<file path="src/rtl/axioma_uart_io_bridge_pkg.sv">
// Shared constants for the UART to I/O bus debug bridge:
// command opcodes, reply codes, parser and RX state encodings.
package axioma_uart_io_bridge_pkg;

   localparam logic [7:0] CMD_WRITE = 8'h57;
   localparam logic [7:0] CMD_READ  = 8'h52;
   localparam logic [7:0] RSP_ACK   = 8'h06;
   localparam logic [7:0] RSP_NAK   = 8'h15;

   localparam logic [2:0] S_IDLE  = 3'd0;
   localparam logic [2:0] S_ADDR  = 3'd1;
   localparam logic [2:0] S_DATA  = 3'd2;
   localparam logic [2:0] S_BUS   = 3'd3;
   localparam logic [2:0] S_REPLY = 3'd4;

   localparam logic [1:0] RX_IDLE  = 2'd0;
   localparam logic [1:0] RX_START = 2'd1;
   localparam logic [1:0] RX_DATA  = 2'd2;
   localparam logic [1:0] RX_STOP  = 2'd3;

   function automatic logic is_opcode(input logic [7:0] b);
      return (b == CMD_WRITE) || (b == CMD_READ);
   endfunction

endpackage

</file>
<file path="src/rtl/axioma_bridge_serdes.sv">
// 8N1 bit engines: RX (sync, start check, mid-bit sampling) and TX.
// Ports: ser_rx/ser_tx line, rx_valid/rx_byte/frame_err, tx_start/tx_data/tx_busy.
module axioma_bridge_serdes
   import axioma_uart_io_bridge_pkg::*;
#(
   parameter int CLKS_PER_BIT = 139
) (
   input  logic       clk,
   input  logic       reset_n,
   input  logic       ser_rx,
   output logic       ser_tx,
   output logic       rx_valid,
   output logic [7:0] rx_byte,
   output logic       frame_err,
   output logic [1:0] rx_state,
   input  logic       tx_start,
   input  logic [7:0] tx_data,
   output logic       tx_busy
);

   localparam logic [15:0] BIT_END  = 16'(CLKS_PER_BIT - 1);
   localparam logic [15:0] HALF_END = 16'(CLKS_PER_BIT / 2 - 1);

   logic        rx_s1;
   logic        rx_s2;
   logic        rx_prev;
   logic [15:0] rx_cnt;
   logic [2:0]  rx_bit;
   logic [7:0]  rx_shift;

   logic [15:0] tx_cnt;
   logic [3:0]  tx_idx;
   logic [8:0]  tx_shift;

   always_ff @(posedge clk or negedge reset_n) begin
      if (!reset_n) begin
         rx_s1     <= 1'b1;
         rx_s2     <= 1'b1;
         rx_prev   <= 1'b1;
         rx_state  <= RX_IDLE;
         rx_cnt    <= 16'd0;
         rx_bit    <= 3'd0;
         rx_shift  <= 8'd0;
         rx_byte   <= 8'd0;
         rx_valid  <= 1'b0;
         frame_err <= 1'b0;
      end else begin
         rx_s1     <= ser_rx;
         rx_s2     <= rx_s1;
         rx_prev   <= rx_s2;
         rx_valid  <= 1'b0;
         frame_err <= 1'b0;
         case (rx_state)
            RX_IDLE: begin
               if (rx_prev && !rx_s2) begin
                  rx_state <= RX_START;
                  rx_cnt   <= 16'd0;
               end
            end
            RX_START: begin
               if (rx_cnt == HALF_END) begin
                  rx_cnt   <= 16'd0;
                  rx_bit   <= 3'd0;
                  // A glitch shorter than half a bit is not a start.
                  rx_state <= rx_s2 ? RX_IDLE : RX_DATA;
               end else begin
                  rx_cnt <= rx_cnt + 16'd1;
               end
            end
            RX_DATA: begin
               if (rx_cnt == BIT_END) begin
                  rx_cnt   <= 16'd0;
                  rx_shift <= {rx_s2, rx_shift[7:1]};
                  if (rx_bit == 3'd7) begin
                     rx_state <= RX_STOP;
                  end else begin
                     rx_bit <= rx_bit + 3'd1;
                  end
               end else begin
                  rx_cnt <= rx_cnt + 16'd1;
               end
            end
            RX_STOP: begin
               if (rx_cnt == BIT_END) begin
                  rx_cnt   <= 16'd0;
                  rx_state <= RX_IDLE;
                  if (rx_s2) begin
                     rx_valid <= 1'b1;
                     rx_byte  <= rx_shift;
                  end else begin
                     frame_err <= 1'b1;
                  end
               end else begin
                  rx_cnt <= rx_cnt + 16'd1;
               end
            end
            default: rx_state <= RX_IDLE;
         endcase
      end
   end

   always_ff @(posedge clk or negedge reset_n) begin
      if (!reset_n) begin
         ser_tx   <= 1'b1;
         tx_busy  <= 1'b0;
         tx_cnt   <= 16'd0;
         tx_idx   <= 4'd0;
         tx_shift <= 9'h1ff;
      end else if (!tx_busy) begin
         ser_tx <= 1'b1;
         if (tx_start) begin
            // Start bit goes out on the very next cycle.
            ser_tx   <= 1'b0;
            tx_busy  <= 1'b1;
            tx_cnt   <= 16'd0;
            tx_idx   <= 4'd0;
            tx_shift <= {1'b1, tx_data};
         end
      end else if (tx_cnt == BIT_END) begin
         tx_cnt <= 16'd0;
         if (tx_idx == 4'd9) begin
            tx_busy <= 1'b0;
            ser_tx  <= 1'b1;
         end else begin
            ser_tx   <= tx_shift[0];
            tx_shift <= {1'b1, tx_shift[8:1]};
            tx_idx   <= tx_idx + 4'd1;
         end
      end else begin
         tx_cnt <= tx_cnt + 16'd1;
      end
   end

endmodule

</file>
<file path="src/rtl/axioma_uart_io_bridge.sv">
// Serial command parser driving single-cycle I/O bus reads/writes.
// Ports: clk/reset_n, ser_rx/ser_tx, io_* bus, bridge_busy, debug_state.
module axioma_uart_io_bridge
   import axioma_uart_io_bridge_pkg::*;
#(
   parameter int          CLKS_PER_BIT = 139,
   parameter logic [31:0] TIMEOUT_CLKS = 32'd1600000
) (
   input  logic       clk,
   input  logic       reset_n,
   input  logic       ser_rx,
   output logic       ser_tx,
   output logic [5:0] io_addr,
   output logic [7:0] io_data_out,
   input  logic [7:0] io_data_in,
   output logic       io_read,
   output logic       io_write,
   output logic       bridge_busy,
   output logic [7:0] debug_state
);

   logic [2:0]  state;
   logic [2:0]  nxt;
   logic        op_read;
   logic [31:0] to_cnt;
   logic        timeout;
   logic        fe_sticky;
   logic        drop_sticky;

   logic        rx_valid;
   logic [7:0]  rx_byte;
   logic        frame_err;
   logic [1:0]  rx_state;
   logic        tx_start;
   logic [7:0]  tx_data;
   logic        tx_busy;

   axioma_bridge_serdes #(
      .CLKS_PER_BIT(CLKS_PER_BIT)
   ) u_serdes (
      .clk      (clk),
      .reset_n  (reset_n),
      .ser_rx   (ser_rx),
      .ser_tx   (ser_tx),
      .rx_valid (rx_valid),
      .rx_byte  (rx_byte),
      .frame_err(frame_err),
      .rx_state (rx_state),
      .tx_start (tx_start),
      .tx_data  (tx_data),
      .tx_busy  (tx_busy)
   );

   assign timeout = (to_cnt >= TIMEOUT_CLKS - 32'd1);

   // tx_start fires on the transition into S_REPLY so the start
   // bit leaves one cycle after the strobe / offending byte.
   always_comb begin
      nxt      = state;
      tx_start = 1'b0;
      tx_data  = RSP_NAK;
      case (state)
         S_IDLE: begin
            if (rx_valid) begin
               if (is_opcode(rx_byte)) begin
                  nxt = S_ADDR;
               end else begin
                  nxt      = S_REPLY;
                  tx_start = 1'b1;
               end
            end
         end
         S_ADDR: begin
            if (frame_err) begin
               nxt = S_IDLE;
            end else if (rx_valid) begin
               if (rx_byte[7:6] != 2'b00) begin
                  nxt      = S_REPLY;
                  tx_start = 1'b1;
               end else begin
                  nxt = op_read ? S_BUS : S_DATA;
               end
            end else if (timeout) begin
               nxt = S_IDLE;
            end
         end
         S_DATA: begin
            if (frame_err) begin
               nxt = S_IDLE;
            end else if (rx_valid) begin
               nxt = S_BUS;
            end else if (timeout) begin
               nxt = S_IDLE;
            end
         end
         S_BUS: begin
            nxt      = S_REPLY;
            tx_start = 1'b1;
            tx_data  = op_read ? io_data_in : RSP_ACK;
         end
         S_REPLY: begin
            if (!tx_busy) begin
               nxt = S_IDLE;
            end
         end
         default: nxt = S_IDLE;
      endcase
   end

   always_ff @(posedge clk or negedge reset_n) begin
      if (!reset_n) begin
         state       <= S_IDLE;
         op_read     <= 1'b0;
         io_addr     <= 6'd0;
         io_data_out <= 8'd0;
         to_cnt      <= 32'd0;
         fe_sticky   <= 1'b0;
         drop_sticky <= 1'b0;
      end else begin
         state <= nxt;
         if (state == S_IDLE && rx_valid && is_opcode(rx_byte)) begin
            op_read <= (rx_byte == CMD_READ);
         end
         if (state == S_ADDR && rx_valid && rx_byte[7:6] == 2'b00) begin
            io_addr <= rx_byte[5:0];
         end
         if (state == S_DATA && rx_valid) begin
            io_data_out <= rx_byte;
         end
         if ((state == S_ADDR || state == S_DATA) && !rx_valid) begin
            to_cnt <= to_cnt + 32'd1;
         end else begin
            to_cnt <= 32'd0;
         end
         if (frame_err) begin
            fe_sticky <= 1'b1;
         end
         if (rx_valid && (state == S_BUS || state == S_REPLY)) begin
            drop_sticky <= 1'b1;
         end
      end
   end

   assign io_read     = (state == S_BUS) && op_read;
   assign io_write    = (state == S_BUS) && !op_read;
   assign bridge_busy = (state != S_IDLE);
   assign debug_state = {state, rx_state, tx_busy, fe_sticky, drop_sticky};

endmodule

</file>
<file path="config.mk">
export PLATFORM = sky130hd
export DESIGN_NAME = axioma_uart_io_bridge
export DESIGN_NICKNAME = d
export VERILOG_FILES = /design/src/rtl/axioma_uart_io_bridge_pkg.sv /design/src/rtl/axioma_bridge_serdes.sv /design/src/rtl/axioma_uart_io_bridge.sv
export SDC_FILE = /design/constraint.sdc
export NUM_CORES = 1
export LEC_CHECK = 0
export CORE_AREA = 10 10 156 158
export CTS_CLUSTER_SIZE = 25
export DETAILED_ROUTE_END_ITERATION = 10
export DIE_AREA = 0 0 166 168
export GPL_ROUTABILITY_DRIVEN = 0
export GPL_TIMING_DRIVEN = 0
export PLACE_DENSITY = 0.54
export SKIP_CTS_REPAIR_TIMING = 1
export SYNTH_ARGS = -nofsm -noshare
export SYNTH_HDL_FRONTEND = slang
export SYNTH_SLANG_ARGS = --single-unit
</file>
<file path="constraint.sdc">
create_clock -name clk -period 2.1 [get_ports clk]
set_input_delay 0.21 -clock clk [delete_from_list [all_inputs] [get_ports clk]]
set_output_delay 0.21 -clock clk [all_outputs]
set_load 0.01 [all_outputs]
</file>
==> impl_metrics.json <==
{
  "drt_iter0_drc": 203,
  "hp-start": "ser_rx",
  "gr-total-overflow": 0,
  "fmax_mhz": 482.9,
  "portBuffers": 36,
  "fp.dieW_um": 166,
  "switchingPower_mw": 1.638,
  "path_class": "register to register",
  "endpoint_kind": "register",
  "worst_pin_slew_ps": 858.9,
  "finalHoldViolCount": 0,
  "place_hpwl_mm": 9.335,
  "grt_util_met2_pct": 15.98,
  "slowest_delay_ps": 490,
  "rsz0062_at_grt": "yes",
  "rows": 54,
  "whs_endpoint": "u_serdes.rx_s1$_DFF_PN1_",
  "async_flop_share_pct": 100.0,
  "timing.rr.end": "u_serdes.tx_idx[3]$_DFFE_PN0P_",
  "ff2ff_path_depth": 7,
  "syn_area_per_cell_um2": 10.20,
  "io_pins": 37,
  "busiest_layer": "met2",
  "ys_types": 64,
  "path_cells": "buf_6, or4b_4, a31oi_4, buf_4, nor2_4, o311ai_2, o41ai_1",
  "status": "completed",
  "grt_pass1_vias": 4663,
  "clkPwrFrac_pct": 47.0,
  "viasPerCell": 4.828,
  "cts_inserted_buffers": 17,
  "clockRootBuffer": "clkbuf_16",
  "grt_first_pass_wirelength_mm": 23.83,
  "cts_tree": "built",
  "final_cell_mix": "dfrtp_1 (107), nor2_1 (56), nand2_1 (48)",
  "max_slew_margin_pct": 42.35,
  "power_frac_seq_pct": 40.6,
  "whs_ps": 209.1,
  "clkSlewWorstSetupHoldPaths_ps": 50,
  "ys.flop_type": "dfrtp_1",
  "hold_class": "input port to register",
  "p_int_mw": 4.748,
  "clock_sinks": 124,
  "reg2reg_slack_ps": 30,
  "fillers": 2113,
  "routedWlPerCell_um": 14.50,
  "grt.total_usage_pct": 10.15,
  "stdcell_area_um2": 8069,
  "insertion_delay_ps": 420,
  "layout.area.seq_um2": 3124,
  "start_util_pct": 29.43,
  "arrival_ps": 2340,
  "synth_nets": 639,
  "dpl_cell_area_um2": 7042,
  "htreeDepth": 4,
  "peakVddDrop_uv": 542.5,
  "vias": 4765,
  "globalRouteMet3Util_pct": 2.794,
  "drv_cap": 0,
  "p_sw_share_pct": 25.65,
  "cp_slowest_cell": "or4b_4",
  "synth_seq_area_share_pct": 49.47,
  "synth_edf_count": 0,
  "ys_ff_latch": 124,
  "clock_path_buffers": 2,
  "first_pass_iters": 4,
  "worstPathMaxFanout": 8,
  "coreArea_um2": 21420,
  "holdPathStages": 1,
  "use_met1_pct": 13.09,
  "critPathTopFamily": "compound AO/OA/AOI/OAI gates",
  "dieArea_um2": 27890,
  "start_kind": "register",
  "combPwrFrac_pct": 12.4,
  "r2r-start": "state[0]$_DFFE_PN0P_",
  "drc_errors": 0,
  "finalMaxSlewViolations": 0,
  "cp.required_ps": 2370,
  "postRouteAntennaNets": 0,
  "path_buf_inv": 2,
  "syn_area_um2": 6302,
  "clock_skew_ps": 14.35,
  "setup-tns-final_ps": 0,
  "drive_gt1_share_pct": 22.07,
  "multiInputGateArea_um2": 3151,
  "yosysWarnings": 0,
  "wl_mm": 14.31,
  "antenna_cells": 0,
  "setup_viol": 0,
  "die_h_um": 168,
  "mostFrequentLayoutCell": "dfrtp_1",
  "grt_max_degree": 67,
  "antenna_found_initial": 0,
  "period_needed_ps": 2071,
  "p_leak_nw": 3.551,
  "power_density_nw_per_um2": 791.4,
  "synth_cells": 618,
  "final_nets": 716,
  "syn_to_final_growth_pct": 28.03,
  "period_share_pct": 98.61
}
-- per-layer routing --
| metal | up-vias | routed length [µm] |
|---|---|---|
| met2 | 56 | 6621 |
| met5 | - | 0 |
| met4 | 0 | 190 |
| met3 | 14 | 444 |
| met1 | 2321 | 7051 |
| li1 | 2374 | - |
-- through the flow --
| step | util, % | instances | power (mW) | setup slack [ps] |
|---|---|---|---|---|
| final | 37.67 | 987 | 6.386 | 29.14 |
| after global routing | 37.67 | 987 | 6.669 | -79.07 |
| after CTS | 35.69 | 966 | 6.299 | -455.1 |
| after detailed placement | 32.88 | 935 | 3.274 | -184.1 |
| after global placement | 32.74 | 934 | 3.262 | -4333 |
| after floorplan | - | 618 | 3.037 | 94.03 |
-- power groups by stage --
stage,registers (mW),logic (mW),clock network (mW)
detailed placement,2.61,0.666,0
floorplan,2.59,0.452,0
global placement,2.61,0.656,0
finish,2.59,0.794,3.00
CTS,2.57,0.668,3.06
global route,2.61,0.897,3.16
-- cell usage after synthesis, drive strengths merged, types with 11 or more instances --
master	n	share of area, %
nand2	49	2.9
dfrtp	112	44
a31oi	11	1.3
buf	13	1.4
dfstp	12	5.0
xor2	23	3.2
nor4	13	1.8
nor2	62	4.2
nor3	14	1.1
mux2	34	6.1
nand3	37	2.9
inv	22	1.3
nand4	18	2.0
o21ai	37	2.9
a21oi	17	1.3
clkbuf	15	0.89
and3	12	1.2
-- logic make-up after synthesis --
family                   Yosys count  synth area share [%]
adder cells (fa/ha/maj)           10                 1.985
AND/OR/NAND/NOR                  260                 23.05
buffers and inverters             50                 3.573
flip-flops                       124                 49.47
AO/OA/AOI/OAI                    105                 10.92
multiplexers                      37                 6.551
XOR/XNOR                          32                 4.447
-- state kept, by name, indices dropped and copies added (netlist names), named ones only --
name                count
u_serdes.rx_bit         3
drop_sticky             1
u_serdes.rx_state       1
u_serdes.ser_tx         1
u_serdes.rx_s2          1
state                   3
u_serdes.tx_busy        1
u_serdes.tx_shift       8
u_serdes.tx_cnt        16
u_serdes.frame_err      1
u_serdes.rx_prev        1
op_read                 1
u_serdes.rx_shift       8
u_serdes.rx_cnt        16
u_serdes.rx_valid       1
u_serdes.tx_idx         4
io_addr                 6
u_serdes.rx_byte        8
to_cnt                 32
io_data_out             8
u_serdes.rx_s1          1
fe_sticky               1
-- final cells by class --
type / instances / area share (%)
Sequential cell: 124 / 38.72
Inverter: 22 / 1.054
Buffer: 27 / 2.124
Tap cell: 280 / 4.342
Timing Repair Buffer: 59 / 7.257
Clock inverter: 10 / 1.752
Clock buffer: 21 / 5.706
Multi-Input combinational cell: 444 / 39.04
-- how the worst max path moves through the flow --
stage	start	to	depth (start not counted)
final	state[0]$_DFFE_PN0P_	u_serdes.tx_idx[3]$_DFFE_PN0P_	7
after global routing	state[0]$_DFFE_PN0P_	u_serdes.tx_idx[3]$_DFFE_PN0P_	7
after CTS	state[1]$_DFFE_PN0P_	io_read	5
after detailed placement	u_serdes.tx_cnt[0]$_DFFE_PN0N_	u_serdes.tx_cnt[9]$_DFFE_PN0N_	8
after global placement	reset_n	u_serdes.rx_cnt[7]$_DFFE_PN0N_	1
after floorplan	state[0]$_DFFE_PN0P_	u_serdes.tx_shift[0]$_DFFE_PN1P_	6
(Power assumes the default switching activity.)
